$ cat src/rtl/mmio_store_unit_pkg.sv
// Shared constants for the MMIO store unit: store codes, region nibbles,
// MMIO register addresses and the TX buffer state type.
package mmio_store_unit_pkg;

    // funct3 encodings of the three RV32 store instructions
    localparam logic [2:0] F3_SB = 3'b000;
    localparam logic [2:0] F3_SH = 3'b001;
    localparam logic [2:0] F3_SW = 3'b010;

    // Top address nibble of each memory region
    localparam logic [3:0] REGION_DMEM_LO = 4'b0001;
    localparam logic [3:0] REGION_DMEM_HI = 4'b0011;
    localparam logic [3:0] REGION_BIOS    = 4'b0100;
    // IMEM is any address with top three bits 001
    localparam logic [2:0] REGION_IMEM    = 3'b001;

    // Memory-mapped register addresses
    localparam logic [31:0] ADDR_UART_TX   = 32'h8000_0008;
    localparam logic [31:0] ADDR_CNT_RESET = 32'h8000_0018;
    localparam logic [31:0] ADDR_CONV_GO   = 32'h8001_0000;
    localparam logic [31:0] ADDR_CONV_CFG  = 32'h8001_0004;

    // One-entry UART transmit buffer
    typedef enum logic {
        TX_EMPTY = 1'b0,
        TX_FULL  = 1'b1
    } tx_state_t;

endpackage

$ cat src/rtl/mmio_store_unit_store_mask_gen.sv
// Combinational byte-enable and lane-replication logic for RV32 stores.
module store_mask_gen
    import mmio_store_unit_pkg::*;
(
    input  logic [2:0]  funct3,
    input  logic [1:0]  addr_lo,
    input  logic [31:0] data,
    output logic [3:0]  byte_en,
    output logic [31:0] wdata,
    output logic        misalign,
    output logic        store_ok
);

    // Decode store width into lane enables and replicated write data
    always_comb begin
        byte_en  = 4'b0000;
        wdata    = data;
        misalign = 1'b0;
        store_ok = 1'b0;
        case (funct3)
            F3_SB: begin
                byte_en  = 4'b0001 << addr_lo;
                wdata    = {4{data[7:0]}};
                store_ok = 1'b1;
            end
            F3_SH: begin
                wdata = {2{data[15:0]}};
                if (addr_lo[0]) begin
                    misalign = 1'b1;
                end else begin
                    byte_en  = 4'b0011 << addr_lo;
                    store_ok = 1'b1;
                end
            end
            F3_SW: begin
                if (addr_lo != 2'b00) begin
                    misalign = 1'b1;
                end else begin
                    byte_en  = 4'b1111;
                    store_ok = 1'b1;
                end
            end
            default: ;
        endcase
    end

endmodule

$ cat src/rtl/mmio_store_unit.sv
// MEM-stage store unit: memory write enables, UART TX buffer, cycle and
// instret counters, and the convolution accelerator start/config registers.
module mmio_store_unit
    import mmio_store_unit_pkg::*;
(
    input  logic        clk,
    input  logic        rst_n,
    input  logic        st_valid_i,
    input  logic [31:0] st_addr_i,
    input  logic [31:0] st_data_i,
    input  logic [2:0]  st_funct3_i,
    input  logic        pc30_i,
    input  logic        inst_valid_i,
    input  logic        tx_ready_i,
    output logic [3:0]  dmem_we_o,
    output logic [3:0]  imem_we_o,
    output logic [13:0] mem_addr_o,
    output logic [31:0] mem_wdata_o,
    output logic        tx_valid_o,
    output logic [7:0]  tx_data_o,
    output logic        conv_start_o,
    output logic [31:0] conv_cfg_o,
    output logic [31:0] cycle_cnt_o,
    output logic [31:0] instret_cnt_o,
    output logic        stall_o,
    output logic        misalign_o
);

    logic [3:0]  byte_en;
    logic        mask_misalign;
    logic        mask_ok;
    logic        store_acc;
    logic        tx_store;
    logic        cnt_clear;
    logic        cfg_store;
    logic        go_store;
    logic        in_dmem;
    logic        in_imem;
    logic        stall;
    logic        tx_load;

    tx_state_t   state_reg;
    tx_state_t   state_next;
    logic [7:0]  tx_data_reg;
    logic [31:0] cycle_cnt_reg;
    logic [31:0] instret_cnt_reg;
    logic [31:0] conv_cfg_reg;
    logic        conv_start_reg;

    store_mask_gen u_mask (
        .funct3   (st_funct3_i),
        .addr_lo  (st_addr_i[1:0]),
        .data     (st_data_i),
        .byte_en  (byte_en),
        .wdata    (mem_wdata_o),
        .misalign (mask_misalign),
        .store_ok (mask_ok)
    );

    // A store has side effects only if it is valid, aligned and a known width
    assign store_acc = st_valid_i && mask_ok;
    assign tx_store  = store_acc && (st_addr_i == ADDR_UART_TX);
    assign cnt_clear = store_acc && (st_addr_i == ADDR_CNT_RESET);
    assign cfg_store = store_acc && (st_addr_i == ADDR_CONV_CFG);
    assign go_store  = store_acc && (st_addr_i == ADDR_CONV_GO);

    // BIOS and unmapped regions match neither decode and are dropped here
    assign in_dmem = (st_addr_i[31:28] == REGION_DMEM_LO) ||
                     (st_addr_i[31:28] == REGION_DMEM_HI);
    assign in_imem = (st_addr_i[31:29] == REGION_IMEM) && pc30_i;

    assign mem_addr_o = st_addr_i[15:2];
    assign dmem_we_o  = (store_acc && in_dmem && !stall) ? byte_en : 4'b0000;
    assign imem_we_o  = (store_acc && in_imem && !stall) ? byte_en : 4'b0000;
    assign misalign_o = st_valid_i && mask_misalign;
    assign stall_o    = stall;

    // TX buffer next state: load when there is room or the held byte drains
    // this cycle; otherwise a TX store stalls the pipeline
    always_comb begin
        state_next = state_reg;
        tx_load    = 1'b0;
        stall      = 1'b0;
        case (state_reg)
            TX_EMPTY: begin
                if (tx_store) begin
                    tx_load    = 1'b1;
                    state_next = TX_FULL;
                end
            end
            TX_FULL: begin
                if (tx_store) begin
                    if (tx_ready_i) begin
                        tx_load = 1'b1;
                    end else begin
                        stall = 1'b1;
                    end
                end else if (tx_ready_i) begin
                    state_next = TX_EMPTY;
                end
            end
            default: state_next = TX_EMPTY;
        endcase
    end

    // TX buffer state and data; reset drops any byte in flight
    always_ff @(posedge clk or negedge rst_n) begin
        if (!rst_n) begin
            state_reg   <= TX_EMPTY;
            tx_data_reg <= 8'h00;
        end else begin
            state_reg <= state_next;
            if (tx_load) begin
                tx_data_reg <= st_data_i[7:0];
            end
        end
    end

    // Performance counters; a counter-reset store beats the increment
    always_ff @(posedge clk or negedge rst_n) begin
        if (!rst_n) begin
            cycle_cnt_reg   <= 32'h0;
            instret_cnt_reg <= 32'h0;
        end else if (cnt_clear) begin
            cycle_cnt_reg   <= 32'h0;
            instret_cnt_reg <= 32'h0;
        end else begin
            cycle_cnt_reg <= cycle_cnt_reg + 32'h1;
            if (inst_valid_i && !stall) begin
                instret_cnt_reg <= instret_cnt_reg + 32'h1;
            end
        end
    end

    // Accelerator config word and one-cycle start pulse
    always_ff @(posedge clk or negedge rst_n) begin
        if (!rst_n) begin
            conv_cfg_reg   <= 32'h0;
            conv_start_reg <= 1'b0;
        end else begin
            conv_start_reg <= go_store;
            if (cfg_store) begin
                conv_cfg_reg <= st_data_i;
            end
        end
    end

    assign tx_valid_o    = (state_reg == TX_FULL);
    assign tx_data_o     = tx_data_reg;
    assign cycle_cnt_o   = cycle_cnt_reg;
    assign instret_cnt_o = instret_cnt_reg;
    assign conv_cfg_o    = conv_cfg_reg;
    assign conv_start_o  = conv_start_reg;

endmodule

$ cat config.mk
export PLATFORM = sky130hd
export DESIGN_NAME = mmio_store_unit
export DESIGN_NICKNAME = d
export VERILOG_FILES = /design/src/rtl/mmio_store_unit_pkg.sv /design/src/rtl/mmio_store_unit_store_mask_gen.sv /design/src/rtl/mmio_store_unit.sv
export SDC_FILE = /design/constraint.sdc
export NUM_CORES = 1
export LEC_CHECK = 0
export ABC_AREA = 1
export BUFFER_PORTS_ARGS = -buffer_cell sky130_fd_sc_hd__buf_4
export CORE_MARGIN = 3
export CORE_UTILIZATION = 50
export DETAILED_ROUTE_END_ITERATION = 12
export PLACE_DENSITY = 0.92
export SLEW_MARGIN = 15
export SYNTH_ARGS = -nofsm -noshare
export SYNTH_HDL_FRONTEND = slang
export SYNTH_SLANG_ARGS = --single-unit
$ cat constraint.sdc
create_clock -name clk -period 2.5 [get_ports clk]
set_input_delay 0.125 -clock clk [delete_from_list [all_inputs] [get_ports clk]]
set_output_delay 0.125 -clock clk [all_outputs]
set_load 0.005 [all_outputs]
==> results.sh, run 1 <==
export IMPL_num_rows=42
export IMPL_synth_most_common_cell="nand2_1"
export IMPL_gp_congestion=0.957
export IMPL_route_detailed_drc=0
export IMPL_slew_violations=0
export IMPL_root_buffer="clkbuf_16"
export IMPL_design_power_total_uw=3970
export IMPL_p_per_area_nw_per_um2=448
export IMPL_critPathKind="reg2reg"
export IMPL_met1_usage=0.325
export IMPL_required_ps=2790
export IMPL_status="complete, no violations"
export IMPL_nets=1237
export IMPL_viasPerCell=5.28
export IMPL_yosysTopAreaCellShare=0.386
export IMPL_synthCells=962
export IMPL_drt_antenna_violating_nets=0
export IMPL_fmax_ghz=0.532
export IMPL_cts_tree="built"
export IMPL_numClockSinks=106
export IMPL_yosys_top_cells_count="255 x nand2_1, 130 x nor2_1, 129 x inv_1"
export IMPL_clk_pin_slew_ps=80
export IMPL_yosys_register_bits=106
export IMPL_grt_pass1_wl_mm=32.7
export IMPL_die_width_um=123
export IMPL_hold_class="in2reg"
export IMPL_async_flop_share=1.00
export IMPL_core_region_area_um2=13300
export IMPL_numCtsBuffers=9
export IMPL_antenna_found_initial=0
export IMPL_die_area_um2=15200
export IMPL_timing_final_crit_period_ps=1880
export IMPL_clk_path_buf_depth=2
export IMPL_setup_viol_count_final=0
export IMPL_insertion_delay_ps=360
export IMPL_overflow=0
export IMPL_syn_area_um2=6870
export IMPL_wirelength_mm=20.6
export IMPL_hold_viol=0
export IMPL_post_cts_buffers=0
export IMPL_tightest_slew_ps=776
export IMPL_synth_cell_types=36
export IMPL_n_antenna_cell=0
export IMPL_io_pins=235
export IMPL_syn_nets=1037
export IMPL_cp_end_kind="flop"
export IMPL_met3_usage=0.0618
export IMPL_drt_iter0_markers=476
export IMPL_p_clk_frac=0.405
export IMPL_switching_share=0.257
export IMPL_synth_area_leaders="dfrtp_1 39%, nand2_1 14%, nor2_1 7.1%"
export IMPL_fin_crit_sh=0.752
export IMPL_grt_pass1_vias=6722
export IMPL_p_leak_uw=0.00477
export IMPL_die_y_um=123
export IMPL_yosys_area_top_type="dfrtp_1"
export IMPL_layout_drive_gt1_share=0.269
export IMPL_synth_flop_cell="dfrtp_1"
export IMPL_start_util=0.515
export IMPL_ys_warn_count=0
export IMPL_finish_utilization=0.665
export IMPL_htree_levels=3
export IMPL_maxCapViolations=0
export IMPL_post_drt_wl_per_cell_um=15.4
export IMPL_nFillCells=1124
export IMPL_combinationalPowerShare=0.139
export IMPL_p_switching_uw=1020
export IMPL_vias=7093
export IMPL_dp_hpwl_mm=15.7
export IMPL_fin_ws_ps=620
export IMPL_seq_power_share=0.456
export IMPL_rsz0062_at_grt="false"
export IMPL_vdd_drop_max_mv=0.400
export IMPL_finClkSkew_ps=12.1
export IMPL_grt_busiest_layer="met2"
export IMPL_worstPathArrival_ps=2170
export IMPL_grt_use_total=0.272
export IMPL_area_growth_pct=29.2
export IMPL_tns_ps=0
export IMPL_grt_max_degree=65
export IMPL_ys_seq_area_frac=0.386
export IMPL_syn_area_per_cell_um2=7.14
export IMPL_crit_fanout=8
export IMPL_port_buffer_count=234
export IMPL_use_met2=0.481
export IMPL_drtPass1Iterations=5
export IMPL_slew_headroom=0.483
export IMPL_synth_edf_count=0
export IMPL_intPower_uw=2950
export IMPL_start_kind="flop"
export IMPL_pre_cts_slack_ps=595
[repair_timing]
| action | CTS | global route |
|---|---|---|
| hold endpoints to repair | 51 | 0 |
| gates resized for setup | 0 | 0 |
| hold buffers | 1 | 0 |
[stage by stage]
step,instance area (µm²),hold slack [ps],cells
CTS,8880,14.7,1343
detailed placement,8530,214,1326
global placement,8530,209,1326
global route,8880,25.2,1343
floorplan,6870,-171,962
finish,8880,19.7,1343
[flip-flops by register name (all words and copies together) (netlist names)]
| name | count |
|---|---|
| conv_cfg_o | 32 |
| conv_start_o | 1 |
| cycle_cnt_o | 32 |
| instret_cnt_o | 32 |
| tx_data_o | 8 |
| tx_valid_o | 1 |
[layout by cell type, fill, tap and decap left out, types with 24 or more instances in the layout]
cell type / count
dfrtp_1: 106
nand2_1: 255
nor3_1: 24
o21ai_2: 32
buf_4: 241
inv_1: 129
nand4_1: 49
nand3_1: 70
nor2_1: 130
o21ai_0: 26
[area by class of cell]
cell class              instances  area, µm²  area share
multi-input cells             670       3330       0.375
inverters                     132        498      0.0561
repair buffers                243       1840       0.207
flip-flops and latches        106       2650       0.299
clock buffers                  11        253      0.0285
clock inverters                 5       85.1     0.00958
well taps                     176        220      0.0248
[final timing paths]
kind	startpoint	to	slack (ps)	depth (start not counted)
worst max-delay path	instret_cnt_o[0]	instret_cnt_o[16]	620	8
min in group asynchronous	rst_n	conv_cfg_o[12]	360	2
worst min register to register	tx_data_o[4]	tx_data_o[4]	470	2
max in group asynchronous	rst_n	cycle_cnt_o[28]	1450	3
worst min-delay path	st_data_i[17]	conv_cfg_o[17]	20	3
worst max register to register	instret_cnt_o[0]	instret_cnt_o[16]	620	8
[critical path, cell delays in order (launching register included)]
cell and delay [ps]:
dfrtp_1 480, ha_1 300, inv_1 90, nor2_1 320
nand2_1 160, nor2_1 150, xor2_1 150, nand4_1 100
nand2_1 80
[power by group through the flow]
stage               logic, µW  registers, µW  clock network, µW
CTS                       554           1810               1640
floorplan                 249           1830                  0
global route              619           1810               1700
detailed placement        550           1840                  0
finish                    551           1810               1610
global placement          537           1840                  0
[routing by layer]
| metal | routed length, µm | part of all wire | up-vias |
|---|---|---|---|
| met3 | 1550 | 0.075 | 35 |
| met4 | 529 | 0.026 | 0 |
| met5 | 0 | 0 | - |
| met1 | 8120 | 0.39 | 3302 |
| li1 | - | - | 3441 |
| met2 | 10400 | 0.51 | 315 |
[cells by family (layout without fill, tap and decap cells)]
logic type,after synthesis,in the layout,share of synthesized area
adder cells (fa/ha/maj),2,2,0.00364
buffers and inverters,186,391,0.129
AO/OA/AOI/OAI,77,77,0.0761
XOR/XNOR,35,35,0.0446
flip-flops,106,106,0.386
AND/OR/NAND/NOR,556,556,0.361
(Power assumes the default switching activity.)
==> run 2: changes to the inputs <==
- clock period: 2.5 -> 1.89 ns (I/O delays scaled with it)
==> results.sh, run 2 (synthesis results as in run 1) <==
export IMPL_grt_max_degree=67
export IMPL_critPathKind="reg2reg"
export IMPL_hold_depth=3
export IMPL_slew_headroom=0.673
export IMPL_path_buf_inv=1
export IMPL_status="complete, no violations"
export IMPL_start_util=0.515
export IMPL_crit_fanout=4
export IMPL_cp_end_kind="flop"
export IMPL_vias=7212
export IMPL_layout_common_cells="253 x nand2_1, 247 x buf_4, 129 x inv_1"
export IMPL_overflow=0
export IMPL_drtPass1Iterations=7
export IMPL_clk_path_buf_depth=2
export IMPL_worstPathArrival_ps=1990
export IMPL_die_y_um=123
export IMPL_layout_commonest_cell="nand2_1"
export IMPL_hold_ws_ps=9.48
export IMPL_tightest_slew_ps=489
export IMPL_post_place_cells=1332
export IMPL_route_detailed_drc=0
export IMPL_finClkSkew_ps=8.38
export IMPL_vdd_drop_max_mv=0.573
export IMPL_grt_pass1_vias=6829
export IMPL_clk_pin_slew_ps=70
export IMPL_n_antenna_cell=0
export IMPL_rrSetupSlack_ps=120
export IMPL_final_cells=1354
export IMPL_p_per_area_nw_per_um2=586
export IMPL_viasPerCell=5.33
export IMPL_numClockSinks=106
export IMPL_port_buffer_count=234
export IMPL_endpoint="cycle_cnt_o[31]"
export IMPL_nets=1248
export IMPL_root_buffer="clkbuf_16"
export IMPL_layout_drive_gt1_share=0.283
export IMPL_rr_startpoint="cycle_cnt_o[0]"
export IMPL_num_rows=42
export IMPL_gp_congestion=0.969
export IMPL_core_region_area_um2=13300
export IMPL_wirelength_mm=21.3
export IMPL_post_drt_wl_per_cell_um=15.7
export IMPL_tns_ps=0
export IMPL_required_ps=2120
export IMPL_grt_use_total=0.279
export IMPL_slowest_stage="dfrtp_1"
export IMPL_dp_hpwl_mm=16.0
export IMPL_insertion_delay_ps=360
export IMPL_start_kind="flop"
export IMPL_antenna_found_initial=0
export IMPL_crit_family="simple AND/OR/NAND/NOR gates"
export IMPL_grt_pass1_wl_mm=33.8
export IMPL_fin_crit_sh=0.934
export IMPL_maxCapViolations=0
export IMPL_timing_final_crit_period_ps=1770
export IMPL_hold_viol=0
export IMPL_cp_common_cell="nor2_1"
export IMPL_hold_class="in2reg"
export IMPL_p_leak_uw=0.00483
export IMPL_worstPathCellList="buf_4 > nand3_2 > nor2_2 > nand4_1 > nor2_1 > nand2_1 > xor2_1 > nor2_1"
export IMPL_path_depth=8
export IMPL_fmax_ghz=0.566
export IMPL_drt_antenna_violating_nets=0
export IMPL_die_area_um2=15200
export IMPL_slew_violations=0
export IMPL_area_growth_pct=31.5
export IMPL_finish_utilization=0.677
export IMPL_crit_start="cycle_cnt_o[0]"
export IMPL_reg2regPathDepth=8
export IMPL_io_pins=235
export IMPL_drt_iter0_markers=567
export IMPL_numCtsBuffers=9
export IMPL_die_width_um=123
export IMPL_setup_viol_count_final=0
export IMPL_r2r_end="cycle_cnt_o[31]"
export IMPL_htree_levels=3
export IMPL_critPathMaxStageDelay_ps=390
export IMPL_cts_tree="built"
run 2: repair_timing:
action	4_1_cts	5_1_grt
hold endpoints to repair	32	0
setup endpoints to repair	0	15
gates resized for setup	0	15
setup buffers	0	1
hold buffers	5	0
run 2: layer usage:
layer,track usage,share of wire
met1,0.332,0.39
met2,0.494,0.50
met3,0.0650,0.079
met4,0.0969,0.027
met5,0,0
run 2: how the worst min path moves through the flow:
stage	start	to	slack (ps)
after floorplan	rst_n	conv_cfg_o[0]	-200
after global placement	rst_n	conv_cfg_o[26]	50
after detailed placement	rst_n	conv_cfg_o[12]	60
after CTS	st_data_i[16]	conv_cfg_o[16]	1
after global routing	st_data_i[30]	conv_cfg_o[30]	6
final	st_data_i[29]	conv_cfg_o[29]	9
run 2: worst min-delay path, cell delays in order:
cell and delay [ps]:
buf_4 80, inv_1 50, o21ai_2 110
run 2: layout make-up:
type / count / area [µm²]
Clock buffer: 10 / 239
Clock inverter: 6 / 96.3
Fill cell: 1131 / 4320
Inverter: 132 / 498
Multi-Input combinational cell: 670 / 3380
Sequential cell: 106 / 2650
Tap cell: 176 / 220
Timing Repair Buffer: 254 / 1940
run 2: power breakdown:
group	leakage [µW]	switching [µW]	total (µW)	internal, µW
combinational	0.00333	417	795	378
sequential	0.00134	66.0	2380	2310
clock	0.000161	910	2120	1220
total	0.00483	1390	5300	3900
run 2: stage by stage:
| stage | instance area, µm² | total power [µW] | setup WS (ps) |
|---|---|---|---|
| 6_report | 9030 | 5300 | 124 |
| 2_1_floorplan | 6870 | 2750 | 202 |
| 3_5_place_dp | 8590 | 3200 | 86.3 |
| 3_3_place_gp | 8590 | 3170 | 147 |
| 4_1_cts | 8970 | 5320 | 11.7 |
| 5_1_grt | 9030 | 5510 | -24.2 |
==> run 3: changes to the inputs <==
- RECOVER_POWER: not set -> 100
==> results.sh, run 3 (synthesis results as in run 1) <==
export IMPL_grt_max_degree=67
export IMPL_overflow=0
export IMPL_drt_iter0_markers=621
export IMPL_fin_crit_sh=0.924
export IMPL_insertion_delay_ps=360
export IMPL_slew_violations=0
export IMPL_finClkSkew_ps=9.41
export IMPL_hold_class="in2reg"
export IMPL_fmax_ghz=0.573
export IMPL_regArea_um2=2650
export IMPL_wirelength_mm=21.2
export IMPL_p_leak_uw=0.00454
export IMPL_hold_viol=0
export IMPL_drt_antenna_violating_nets=0
export IMPL_cp_end_kind="flop"
export IMPL_hold_depth=3
export IMPL_area_growth_pct=26.7
export IMPL_worstPathArrival_ps=1970
export IMPL_grt_use_total=0.279
export IMPL_timing_final_crit_period_ps=1750
export IMPL_port_buffer_count=234
export IMPL_required_ps=2120
export IMPL_finish_utilization=0.652
export IMPL_top_layer="met4"
export IMPL_n_antenna_cell=0
export IMPL_slew_headroom=0.437
export IMPL_maxCapViolations=0
export IMPL_vias=7151
export IMPL_layout_commonest_cell="nand2_1"
export IMPL_route_detailed_drc=0
export IMPL_clk_pin_slew_ps=70
export IMPL_vdd_drop_max_mv=0.561
export IMPL_p_per_area_nw_per_um2=603
export IMPL_root_buffer="clkbuf_16"
export IMPL_critPathKind="reg2reg"
export IMPL_viasPerCell=5.28
export IMPL_clk_path_buf_depth=2
export IMPL_fin_area_um2=8700
export IMPL_io_pins=235
export IMPL_start_kind="flop"
export IMPL_die_width_um=123
export IMPL_layout_common_cells="253 x nand2_1, 129 x inv_1, 124 x nor2_1"
export IMPL_met2WireLength_mm=10.7
export IMPL_r2r_end="cycle_cnt_o[31]"
export IMPL_worstPathCellList="buf_4 > nand3_2 > nor2_2 > nand4_1 > nor2_1 > nand2_1 > xor2_1 > nor2_1"
export IMPL_htree_levels=3
export IMPL_nets=1248
export IMPL_crit_start="cycle_cnt_o[0]"
export IMPL_antenna_found_initial=0
export IMPL_pre_cts_slack_ps=86.3
export IMPL_slowest_stage="dfrtp_1"
export IMPL_drtPass1Iterations=5
export IMPL_post_dp_cell_area_um2=8590
export IMPL_die_area_um2=15200
export IMPL_reg2regPathDepth=8
export IMPL_cp_common_cell="nor2_1"
export IMPL_gp_congestion=0.969
export IMPL_numClockSinks=106
export IMPL_num_rows=42
export IMPL_multi_input_area_um2=3260
export IMPL_numCtsBuffers=9
export IMPL_crit_fanout=4
export IMPL_nFillCells=1239
export IMPL_whs_endpoint="conv_cfg_o[26]"
export IMPL_layout_drive_gt1_share=0.215
export IMPL_wl_met1_mm=8.27
export IMPL_post_drt_wl_per_cell_um=15.7
export IMPL_core_region_area_um2=13300
export IMPL_die_y_um=123
export IMPL_grt_pass1_vias=6829
export IMPL_start_util=0.515
export IMPL_grt_pass1_wl_mm=33.8
export IMPL_fin_ws_ps=143
export IMPL_status="complete, no violations"
export IMPL_tightest_slew_ps=845
export IMPL_rr_startpoint="cycle_cnt_o[0]"
export IMPL_dp_hpwl_mm=16.0
export IMPL_critPathMaxStageDelay_ps=390
export IMPL_cts_tree="built"
export IMPL_design_power_total_uw=5250
export IMPL_setup_viol_count_final=0
export IMPL_hold_ws_ps=19.5
export IMPL_rrSetupSlack_ps=140
export IMPL_holdCritStartpoint="st_data_i[26]"
export IMPL_met3WireLength_mm=1.61
run 3: changes by cell type in the layout (fill, tap and decap cells not counted), sizes merged:
| cell | delta |
|---|---|
| buf | -135 |
| clkbuf | +135 |
run 3: final cells by class:
type                       count  share of cell area
clock inverter                 6              0.0111
timing repair buffer         254               0.199
clock buffer                  10              0.0275
tap                          176              0.0253
inverter                     132              0.0572
sequential                   106               0.305
multi-input combinational    670               0.375
run 3: power breakdown:
part / switching, µW / internal (µW) / leakage [µW] / total (µW)
Combinational: 408 / 342 / 0.00303 / 750
Sequential: 65.8 / 2310 / 0.00134 / 2380
Clock: 908 / 1210 / 0.000161 / 2120
Total: 1380 / 3870 / 0.00454 / 5250
run 3: per-stage QoR:
stage,setup TNS (ps),std cells
final,0,1354
after global routing,-28.8,1354
after CTS,0,1353
after detailed placement,0,1332
after global placement,0,1332
after floorplan,0,962
run 3: critical path, delay by kind of cell, from the launching register on:
family | cells | cell delay (ps)
AND/OR/NAND/NOR | 6 | 960
flip-flops | 1 | 390
XOR/XNOR | 1 | 150
buffers and inverters | 1 | 130
run 3: worst max-delay path by stage:
| stage | endpoint | slack (ps) | cells after the start |
|---|---|---|---|
| final | cycle_cnt_o[31] | 140 | 8 |
| after global routing | cycle_cnt_o[24] | -20 | 10 |
| after CTS | instret_cnt_o[16] | 10 | 8 |
| after detailed placement | instret_cnt_o[16] | 90 | 8 |
| after global placement | cycle_cnt_o[21] | 150 | 9 |
| after floorplan | instret_cnt_o[16] | 200 | 8 |
run 3: per-layer routing:
layer  vias up  GRT usage
li1       3466          -
met1      3310      0.332
met2       325      0.494
met3        50     0.0650
met4         0     0.0969
met5         -          0
run 3: timing repair:
| item | 4_1_cts | 5_1_grt |
|---|---|---|
| setup endpoints to repair | 0 | 15 |
| resized for setup | 0 | 15 |
| endpoints found under the hold margin | 32 | 0 |
| hold buffers | 5 | 0 |
| setup buffers | 0 | 1 |
